===== config.mk =====
export PLATFORM = sky130hd
export DESIGN_NAME = expr_calc
export DESIGN_NICKNAME = d
export VERILOG_FILES = /design/src/rtl/expr_pkg.sv /design/src/rtl/expr_char_class.sv /design/src/rtl/expr_calc.sv
export SDC_FILE = /design/constraint.sdc
export NUM_CORES = 1
export LEC_CHECK = 0
export BUFFER_PORTS_ARGS = -buffer_cell sky130_fd_sc_hd__buf_2
export CORE_MARGIN = 3
export CORE_UTILIZATION = 65
export DETAILED_ROUTE_END_ITERATION = 8
export PLACE_DENSITY_LB_ADDON = 0.3
export SLEW_MARGIN = 0
export SYNTH_ARGS = -nofsm -noshare
export SYNTH_HDL_FRONTEND = slang
export SYNTH_SLANG_ARGS = --single-unit

===== constraint.sdc =====
create_clock -name clk -period 11.2 [get_ports clk]
set_input_delay 1.68 -clock clk [delete_from_list [all_inputs] [get_ports clk]]
set_output_delay 1.68 -clock clk [all_outputs]
set_load 0.02 [all_outputs]

===== src/rtl/expr_pkg.sv =====
// expr_pkg: shared types and ASCII constants for the streaming expression evaluator.
// Optional feature macro used by expr_calc: EXPR_CALC_MULTIDIGIT_EN.
package expr_pkg;

  // ASCII codes of the recognised characters
  localparam logic [7:0] CH_PLUS = 8'h2B;
  localparam logic [7:0] CH_MUL  = 8'h2A;
  localparam logic [7:0] CH_EQ   = 8'h3D;
  localparam logic [7:0] CH_0    = 8'h30;
  localparam logic [7:0] CH_9    = 8'h39;

  // Parser state
  typedef enum logic [1:0] {
    S_NUM  = 2'd0,
    S_OP   = 2'd1,
    S_SKIP = 2'd2,
    S_DONE = 2'd3
  } state_t;

  // Character class seen by the parser
  typedef enum logic [2:0] {
    DIGIT   = 3'd0,
    PLUS    = 3'd1,
    MUL     = 3'd2,
    EQ      = 3'd3,
    ILLEGAL = 3'd4
  } char_class_t;

  // True for '0'..'9'
  function automatic logic is_digit(input logic [7:0] c);
    return (c >= CH_0) && (c <= CH_9);
  endfunction

endpackage


===== src/rtl/expr_char_class.sv =====
// expr_char_class: combinational classifier mapping an ASCII byte to its
// character class and, for digits, the numeric value 0..9.
module expr_char_class
  import expr_pkg::*;
(
  input  logic [7:0]  i_char,
  output char_class_t o_cls_c,
  output logic [3:0]  o_digit_c
);

  // Classify the byte; anything outside digits and {+,*,=} is illegal
  always_comb begin
    o_cls_c   = ILLEGAL;
    o_digit_c = 4'd0;
    if (is_digit(i_char)) begin
      o_cls_c   = DIGIT;
      o_digit_c = 4'(i_char - CH_0);
    end else if (i_char == CH_PLUS) begin
      o_cls_c = PLUS;
    end else if (i_char == CH_MUL) begin
      o_cls_c = MUL;
    end else if (i_char == CH_EQ) begin
      o_cls_c = EQ;
    end
  end

endmodule


===== src/rtl/expr_calc.sv =====
// expr_calc: streaming evaluator for infix expressions over '+' and '*'
// ('*' binds tighter), one ASCII character per handshake, result on '='.
// Optional feature: define EXPR_CALC_MULTIDIGIT_EN to let consecutive digits
// form one decimal operand; otherwise every operand is a single digit.
module expr_calc
  import expr_pkg::*;
#(
  parameter int unsigned WIDTH = 16
)
(
  input  logic             clk,
  input  logic             clr,
  input  logic             in_valid,
  output logic             in_ready,
  input  logic [7:0]       in,
  output logic             res_valid,
  input  logic             res_ready,
  output logic [WIDTH-1:0] result,
  output logic             err
);

  char_class_t      w_cls;
  logic [3:0]       w_digit;
  logic [WIDTH-1:0] w_digit_w;
  logic             w_accept;
  logic [WIDTH-1:0] w_term;

  state_t           r_state;
  logic [WIDTH-1:0] r_sum;
  logic [WIDTH-1:0] r_prod;
  logic             r_bad;
  logic [WIDTH-1:0] r_result;
  logic             r_err;
  logic             r_in_ready;
  logic             r_res_valid;

  expr_char_class u_char_class (
    .i_char    (in),
    .o_cls_c   (w_cls),
    .o_digit_c (w_digit)
  );

  assign w_digit_w = WIDTH'(w_digit);
  assign w_accept  = in_valid & r_in_ready;

`ifdef EXPR_CALC_MULTIDIGIT_EN
  localparam logic [WIDTH-1:0] TEN = WIDTH'(10);

  logic [WIDTH-1:0] r_num;
  logic [WIDTH-1:0] w_num_next;

  // Decimal accumulation of the operand currently being typed
  assign w_num_next = WIDTH'(WIDTH'(r_num * TEN) + w_digit_w);
  // Pending product term once the current operand is folded in
  assign w_term     = WIDTH'(r_prod * r_num);
`else
  // Single-digit operands are folded into prod as soon as they arrive
  assign w_term     = r_prod;
`endif

  // Parser FSM plus sum/product datapath; all outputs registered
  always_ff @(posedge clk or posedge clr) begin
    if (clr) begin
      r_state     <= S_NUM;
      r_sum       <= '0;
      r_prod      <= WIDTH'(1);
      r_bad       <= 1'b0;
      r_result    <= '0;
      r_err       <= 1'b0;
      r_in_ready  <= 1'b1;
      r_res_valid <= 1'b0;
`ifdef EXPR_CALC_MULTIDIGIT_EN
      r_num       <= '0;
`endif
    end else begin
      case (r_state)
        // Expecting an operand
        S_NUM: begin
          if (w_accept) begin
            case (w_cls)
              DIGIT: begin
`ifdef EXPR_CALC_MULTIDIGIT_EN
                r_num   <= w_digit_w;
`else
                r_prod  <= WIDTH'(r_prod * w_digit_w);
`endif
                r_state <= S_OP;
              end
              EQ: begin
                // Empty expression or trailing operator
                r_bad       <= 1'b1;
                r_result    <= '0;
                r_err       <= 1'b1;
                r_in_ready  <= 1'b0;
                r_res_valid <= 1'b1;
                r_state     <= S_DONE;
              end
              default: begin
                r_bad   <= 1'b1;
                r_state <= S_SKIP;
              end
            endcase
          end
        end

        // Expecting an operator (or another digit in multi-digit builds)
        S_OP: begin
          if (w_accept) begin
            case (w_cls)
              PLUS: begin
                r_sum   <= WIDTH'(r_sum + w_term);
                r_prod  <= WIDTH'(1);
`ifdef EXPR_CALC_MULTIDIGIT_EN
                r_num   <= '0;
`endif
                r_state <= S_NUM;
              end
              MUL: begin
                r_prod  <= w_term;
`ifdef EXPR_CALC_MULTIDIGIT_EN
                r_num   <= '0;
`endif
                r_state <= S_NUM;
              end
              EQ: begin
                r_result    <= WIDTH'(r_sum + w_term);
                r_err       <= 1'b0;
`ifdef EXPR_CALC_MULTIDIGIT_EN
                r_num       <= '0;
`endif
                r_in_ready  <= 1'b0;
                r_res_valid <= 1'b1;
                r_state     <= S_DONE;
              end
`ifdef EXPR_CALC_MULTIDIGIT_EN
              DIGIT: begin
                r_num <= w_num_next;
              end
`endif
              default: begin
                r_bad   <= 1'b1;
                r_state <= S_SKIP;
              end
            endcase
          end
        end

        // Malformed expression: swallow characters until the terminator
        S_SKIP: begin
          if (w_accept && (w_cls == EQ)) begin
            r_result    <= '0;
            r_err       <= r_bad;
            r_in_ready  <= 1'b0;
            r_res_valid <= 1'b1;
            r_state     <= S_DONE;
          end
        end

        // Result presented; restart once the consumer takes it
        S_DONE: begin
          if (res_ready) begin
            r_sum       <= '0;
            r_prod      <= WIDTH'(1);
            r_bad       <= 1'b0;
`ifdef EXPR_CALC_MULTIDIGIT_EN
            r_num       <= '0;
`endif
            r_in_ready  <= 1'b1;
            r_res_valid <= 1'b0;
            r_state     <= S_NUM;
          end
        end

        default: begin
          r_in_ready  <= 1'b1;
          r_res_valid <= 1'b0;
          r_state     <= S_NUM;
        end
      endcase
    end
  end

  assign in_ready  = r_in_ready;
  assign res_valid = r_res_valid;
  assign result    = r_result;
  assign err       = r_err;

endmodule


==> results of run 1 <==
==> through the flow <==
step,instance area (um2),total power [mW]
final,5000,0.328
after global routing,5000,0.342
after CTS,5000,0.330
after detailed placement,4910,0.210
after global placement,4910,0.210
after floorplan,4690,0.205
==> cell usage after synthesis, types with 9 or more instances <==
cell | count | area, um2
a21o_1 | 13 | 97.6
a21oi_1 | 19 | 95.1
a22o_1 | 34 | 298
and2_1 | 25 | 156
and3_1 | 17 | 106
dfrtp_1 | 52 | 1300
fa_1 | 26 | 521
ha_1 | 35 | 438
inv_1 | 53 | 199
nand2_1 | 56 | 210
nor2_1 | 20 | 75.1
o21ai_0 | 24 | 120
xnor2_1 | 17 | 149
xor2_1 | 9 | 78.8
==> flip-flops by register name (all words and copies together), names as in the netlist <==
register and flops:
err 1, in_ready 1, r_bad 1, r_prod 16
r_state 2, r_sum 16, res_valid 1, result 16
==> critical path: cells and delay by family <==
| family | cells | cell delay (ns) |
|---|---|---|
| compound gates | 6 | 1.11 |
| fa+ha+maj | 3 | 1.48 |
| buf+inv | 2 | 0.18 |
| simple gates | 4 | 1.28 |
==> per-layer routing <==
layer  global-route usage, %  routed length (um)  vias to the layer above
met5                       0                   0                        -
met4                    11.3                 317                        0
met3                    3.48                 569                       26
met2                    46.4                5070                      129
met1                    37.4                4810                     1863
li1                        -                   -                     1778
==> layout make-up <==
cell class / count / area share [%]
repair buffers: 32 / 3.30
clock buffers: 5 / 1.38
flip-flops and latches: 54 / 27.1
clock inverters: 3 / 0.575
well taps: 96 / 2.40
multi-input cells: 376 / 61.2
inverters: 54 / 4.05
==> where the power goes <==
group / leakage (nW) / switching, mW / internal [mW]
logic: 1.87 / 0.00890 / 0.00271
clock network: 0.0506 / 0.0749 / 0.0470
registers: 0.748 / 0 / 0.195
total: 2.67 / 0.0838 / 0.245
==> final timing paths <==
check / from / end / slack [ns] / depth (start not counted)
min in group asynchronous: clr / result[15] / 1.55 / 3
worst max register to register: r_prod[0] / r_prod[14] / 7.32 / 12
max in group asynchronous: clr / r_prod[9] / 9.17 / 3
worst max-delay path: in[6] / r_prod[14] / 5.67 / 15
worst min-delay path: res_valid / res_valid / 0.48 / 1
worst min register to register: res_valid / res_valid / 0.48 / 1
==> cell families after synthesis <==
logic type	after synthesis	share of synthesized area (%)
XOR/XNOR	27	5.33
flip-flops	54	28.9
buffers and inverters	67	5.84
multiplexers	2	0.533
AND/OR/NAND/NOR	157	18.0
AO/OA/AOI/OAI	129	21.0
adder cells (fa/ha/maj)	61	20.4
==> metrics.md, run 1 <==
| Metric | Value |
|---|---|
| Status | finished clean |
| Seq. cell area | roughly 0.0014 mm2 |
| Mapped cell area | between 0.004 and 0.005 mm2 |
| Rows | 30 |
| Final Max Slew Viols | 0 |
| Final core occ | 72.4% |
| Die Ht | between 90 and 100 um |
| Initial antenna violation count | 0 |
| Fin worst setup slack | roughly 5.7 ns |
| Commonest non-fill, non-tap cells in the layout | nand2_1, inv_1, dfrtp_1 |
| Critical Path RT | 11.41 ns |
| Non-filler cells, final | just over 600 |
| Post-DP HPWL | slightly above 8000 um |
| Initial DRT Pass Iterations | 5 |
| CP max stage cell | fa_1 |
| Critical Path, Cell by Cell | buf_2 > and4bb_2 > and3b_1 > nand2_1 > fa_1 > fa_1 > inv_1 > fa_1 > a21o_1 > a21oi_2 > o21ai_2 > a31oi_4 > o21ai_2 > o311a_1 > or3_1 |
| Syn Nets | 570 |
| Post-detailed-route count of antenna-violating nets | 0 |
| Fin. Hold Viols | 0 |
| Initial Utilization | about two thirds |
| Critical path's largest stage delay | around 0.55 ns |
| Nets | 596 |
| Vias in the first global route | approximately 4.0k |
| RSZ-0062 raised after global routing | false |
| Crit-path max FO | 14 |
| Vias/cell | between 6 and 7 |
| Final GP Congestion | 0.892 |
| Multi-input gate area | 0.00306 mm2 |
| MaxCap Viol Count | 0 |
| H-tree levels | 2 |
| Hold/Removal Path Class | flip-flop to flip-flop |
| Worst Clk Skew | between 0.008 and 0.009 ns |
| CTS max path bufs | 2 |
| Syn Area/Cell | approximately 9.4 um2 |
| Worst EP arrival | approximately 5.7 ns |
| # hold bufs at CTS | 0 |
| Setup TNS | 0 ns |
| Clock-pin transition on the worst setup and hold timing paths | ~0.11 ns |
| Fillers | about 540 |
| Clk root buf | clkbuf_8 |
| Initial drt markers | 200 |
| Largest net degree at the start of global routing | 55 |
| Synthesized netlist cell count | roughly 500 |
| IO Count | 31 |
| Ant. Diodes | 0 |
| Chip Width | 91.0 um |
| Area Overhead vs Synth | 6.64% |
| Number of library cell types mapped by synthesis | 64 |
| Total die area | a little over 0.008 mm2 |
| WHS | about 0.48 ns |
| Asr flop ratio synth | between 90% and 100% |
| CTS tree | built |
| Synth Flop Type | dfrtp_1 |
| Rel. slew slack | 24.7% |
| PD cells | between 60 and 70 mW/mm2 |
| Placed cell count | between 600 and 700 |
| Core Area | 0.00691 mm2 |
| Overflow after GRT | 0 |
| Cts repair resizes | 0 |
| CP Capture Type | flip-flop |
| Cell leakage power | between 2 and 3 nW |
| Via count | roughly 3.8k |
| Max VDD drop | 0.0000477 V |
| Cell repeated most along the worst path | fa_1 |
| Most common cell after layout, fill and taps aside | nand2_1 |
| CTS sink cnt | 54 |
| Share of cells above drive strength 1 | 12.4% |
| Post-synth EDFFs | 0 |
| Post-route minimum period | about 5.5 ns |
| Final Setup Violations | 0 |
| Synth warn | 0 |
| Setup bufs post-CTS | 0 |
| Worst-Margin Slew | roughly 1.1 ns |
| Setup CP Type | primary input to flip-flop |
| Clk_lat worst skew | 0.32 ns |
| Setup slack at placement | 5.34 ns |
| CP startpoint kind | primary input |
| TritonCTS Buffers | 5 |
| Tcrit/Tclk final | roughly half |
| Final wirelength | 10800 um |
| FMAX | around 0.18 GHz |
| First-pass GRT wire length | 18900 um |
| All-Layer GR Usage | 28.0% |
| DRC | 0 |
| I/O Buffers | 30 |
| Seq/Total Area, Yosys | between 20% and 30% |
| DR WL/cell | about 17 um |
| Synthesized flop and latch total | 54 |
(Power assumes the default switching activity.)
==> inputs of run 2 (changes only) <==
- ABC_AREA: unset -> 1
- CORE_UTILIZATION: 65 -> 56
- clock period: 11.2 -> 4.75 ns (I/O delays scaled with it)
==> metrics.md, run 2 <==
| Metric | Value |
|---|---|
| Setup CP Type | primary input to flip-flop |
| Synth top area share | 26.5% |
| IO Count | 31 |
| DRC | 0 |
| Largest net degree at the start of global routing | 55 |
| Number of library cell types mapped by synthesis | 49 |
| Worst EP arrival | around 4.2 ns |
| Rows | 33 |
| Initial Utilization | approximately 59% |
| Chip Width | 99.6 um |
| Initial DRT Pass Iterations | 5 |
| Initial drt markers | 260 |
| Nets | approximately 760 |
| Clock-pin transition on the worst setup and hold timing paths | 0.11 ns |
| Synthesized netlist cell count | between 600 and 700 |
| Initial antenna violation count | 0 |
| Post-synthesis adder-cell area fraction | ~20% |
| Setup TNS | 0 ns |
| Final Setup Violations | 0 |
| Top-count cell post-synth | nand2_1 |
| Ant. Diodes | 0 |
| CP startpoint kind | primary input |
| Die Ht | roughly 100 um |
| Critical Path RT | around 5.0 ns |
| Syn Nets | approximately 730 |
| Clk_lat worst skew | ~0.33 ns |
| Rel. slew slack | 54.0% |
| Max VDD drop | 0.000283 V |
| Final GP Congestion | between 0.9 and 1 |
| Commonest cells post-synth | nand2_1, inv_1, nor2_1 |
| Most common cell after layout, fill and taps aside | nand2_1 |
| Fin worst setup slack | ~0.7 ns |
| Status | finished clean |
| CTS max path bufs | 2 |
| Seq/Total Area, Yosys | between 20% and 30% |
| Post-route minimum period | slightly above 4 ns |
| Tcrit/Tclk final | between 80% and 90% |
| Seq. cell area | about 0.0014 mm2 |
| Syn Area/Cell | around 7.5 um2 |
| Post-detailed-route count of antenna-violating nets | 0 |
| Largest cells by area after synthesis | dfrtp_1, nand2_1, fa_1 |
| Synth Area in Compound Gates | approximately an eighth |
| Synth warn | 0 |
| Share of cells above drive strength 1 | 13.6% |
| Area leader, netlist | dfrtp_1 |
| MaxCap Viol Count | 0 |
| XOR/XNOR Fraction of Synth Area | about 2.7% |
| Largest family of logic cells by synthesized area | simple AND/OR/NAND/NOR gates |
| Synthesized flop and latch total | 54 |
| Clk root buf | clkbuf_8 |
| # hold bufs at CTS | 0 |
| RR Endpoint | r_prod[9] |
| Crit-path max FO | 12 |
| Worst Clk Skew | roughly 0.015 ns |
| H-tree levels | 2 |
| Mapped cell area | 0.00491 mm2 |
| Post-synth EDFFs | 0 |
| Commonest non-fill, non-tap cells in the layout | nand2_1, inv_1, nor2_1 |
| Cts repair resizes | 0 |
| Cell leakage power | around 2.7 nW |
| Multi-input gate area | slightly above 0.003 mm2 |
| Hold Path Stages | 2 |
| Fin. Hold Viols | 0 |
| Final wirelength | between 10000 and 15000 um |
| TritonCTS Buffers | 5 |
| Setup slack at placement | about 0.40 ns |
| Fillers | 768 |
| RSZ-0062 raised after global routing | false |
| Post-DP HPWL | 9360 um |
| Area Overhead vs Synth | 6.86% |
| CTS tree | built |
| CTS sink cnt | between 50 and 60 |
| Asr flop ratio synth | 100% |
| Synth Flop Type | dfrtp_1 |
| Vias/cell | around 5.4 |
| First-pass GRT wire length | around 20000 um |
| Hold Path Origin | result[9] |
| R2R setup slack | between 1 and 1.5 ns |
| Worst r2r path cells | 15 |
| DR WL/cell | approximately 15 um |
| Total power | approximately 1.9 mW |
| Core Area | ~0.0084 mm2 |
| Post-Synth Simple-Gate Area | a little over a quarter |
| Vias in the first global route | roughly 4.4k |
| WHS | 0.483 ns |
| FMAX | between 0.2 and 0.25 GHz |
| Post-synthesis mux area share | 0% |
| All-Layer GR Usage | around a quarter |
| Reg-to-reg critical path startpoint | r_prod[1] |
| Setup bufs post-CTS | 0 |
| I/O Buffers | 30 |
| Total die area | 0.00992 mm2 |
| Hold/Removal Path Class | flip-flop to flip-flop |
| Worst-Margin Slew | a little under 0.7 ns |
| Worst setup path start | in[3] |
| Overflow after GRT | 0 |
| Final Max Slew Viols | 0 |
| CP Capture Type | flip-flop |
| PD cells | ~370 mW/mm2 |
| Hold EP | result[9] |
| Via count | 4321 |
-- run 2: cell types whose count changed after synthesis, sizes merged, moves of 9 or more --
cell   previous run  this run
and2             25         0
a22o             34         0
o21ai            29        47
a21o             13         1
xnor2            17         5
nand2            57       169
o22ai             1        10
inv              53       120
and3             17         0
nor2             21        70
nand3             7        44
-- run 2: logic make-up after synthesis --
group / Yosys count
adder cells (fa/ha/maj): 61
AND/OR/NAND/NOR: 303
buffers and inverters: 130
flip-flops: 54
XOR/XNOR: 15
AO/OA/AOI/OAI: 95
-- run 2: worst max-delay path: stages --
cell	delay [ns]
buf_2	0.15
inv_1	0.05
nor2_1	0.12
nand2_1	0.13
nand3_1	0.36
nor2_1	0.12
fa_1	0.51
inv_1	0.05
fa_1	0.54
inv_1	0.05
ha_1	0.38
nand2_1	0.10
nor2_1	0.25
nand3_1	0.12
nand3_1	0.19
nand3_1	0.10
nand2_1	0.11
nand2_1	0.06
nand2_1	0.07
o22ai_2	0.06
-- run 2: worst max-delay path by stage --
| stage | depth (start not counted) | to | slack, ns |
|---|---|---|---|
| 6_report | 20 | r_prod[13] | 0.72 |
| 5_1_grt | 18 | r_prod[12] | 0.32 |
| 4_1_cts | 20 | r_prod[13] | 0.75 |
| 3_5_place_dp | 19 | r_prod[9] | 0.40 |
| 3_3_place_gp | 22 | r_prod[13] | 0.53 |
| 2_1_floorplan | 19 | r_prod[9] | 0.91 |
-- run 2: area by class of cell --
class	instances	area share [%]
Inverter	122	8.81
Timing Repair Buffer	32	3.15
Clock buffer	5	1.31
Tap cell	105	2.51
Sequential cell	54	25.8
Clock inverter	3	0.453
Multi-Input combinational cell	474	57.9
-- run 2: report_power, final --
part           leakage [nW]  total, mW  switching (mW)  internal (mW)
Sequential            0.725      0.690          0.0891          0.601
Combinational          1.94      0.959           0.668          0.290
Clock                0.0408      0.280           0.174          0.106
-- run 2: layer usage --
| layer | track usage, % | share of wire [%] |
|---|---|---|
| met5 | 0 | 0 |
| met4 | 7.67 | 2.0 |
| met3 | 2.31 | 4.0 |
| met2 | 44.8 | 49 |
| met1 | 32.4 | 45 |
-- run 2: through the flow --
step | utilization, % | instance area [um2] | instances
3_3_place_gp | 61.4 | 5150 | 787
5_1_grt | 62.5 | 5240 | 795
4_1_cts | 62.5 | 5240 | 795
2_1_floorplan | - | 4910 | 658
3_5_place_dp | 61.4 | 5150 | 787
6_report | 62.5 | 5240 | 795
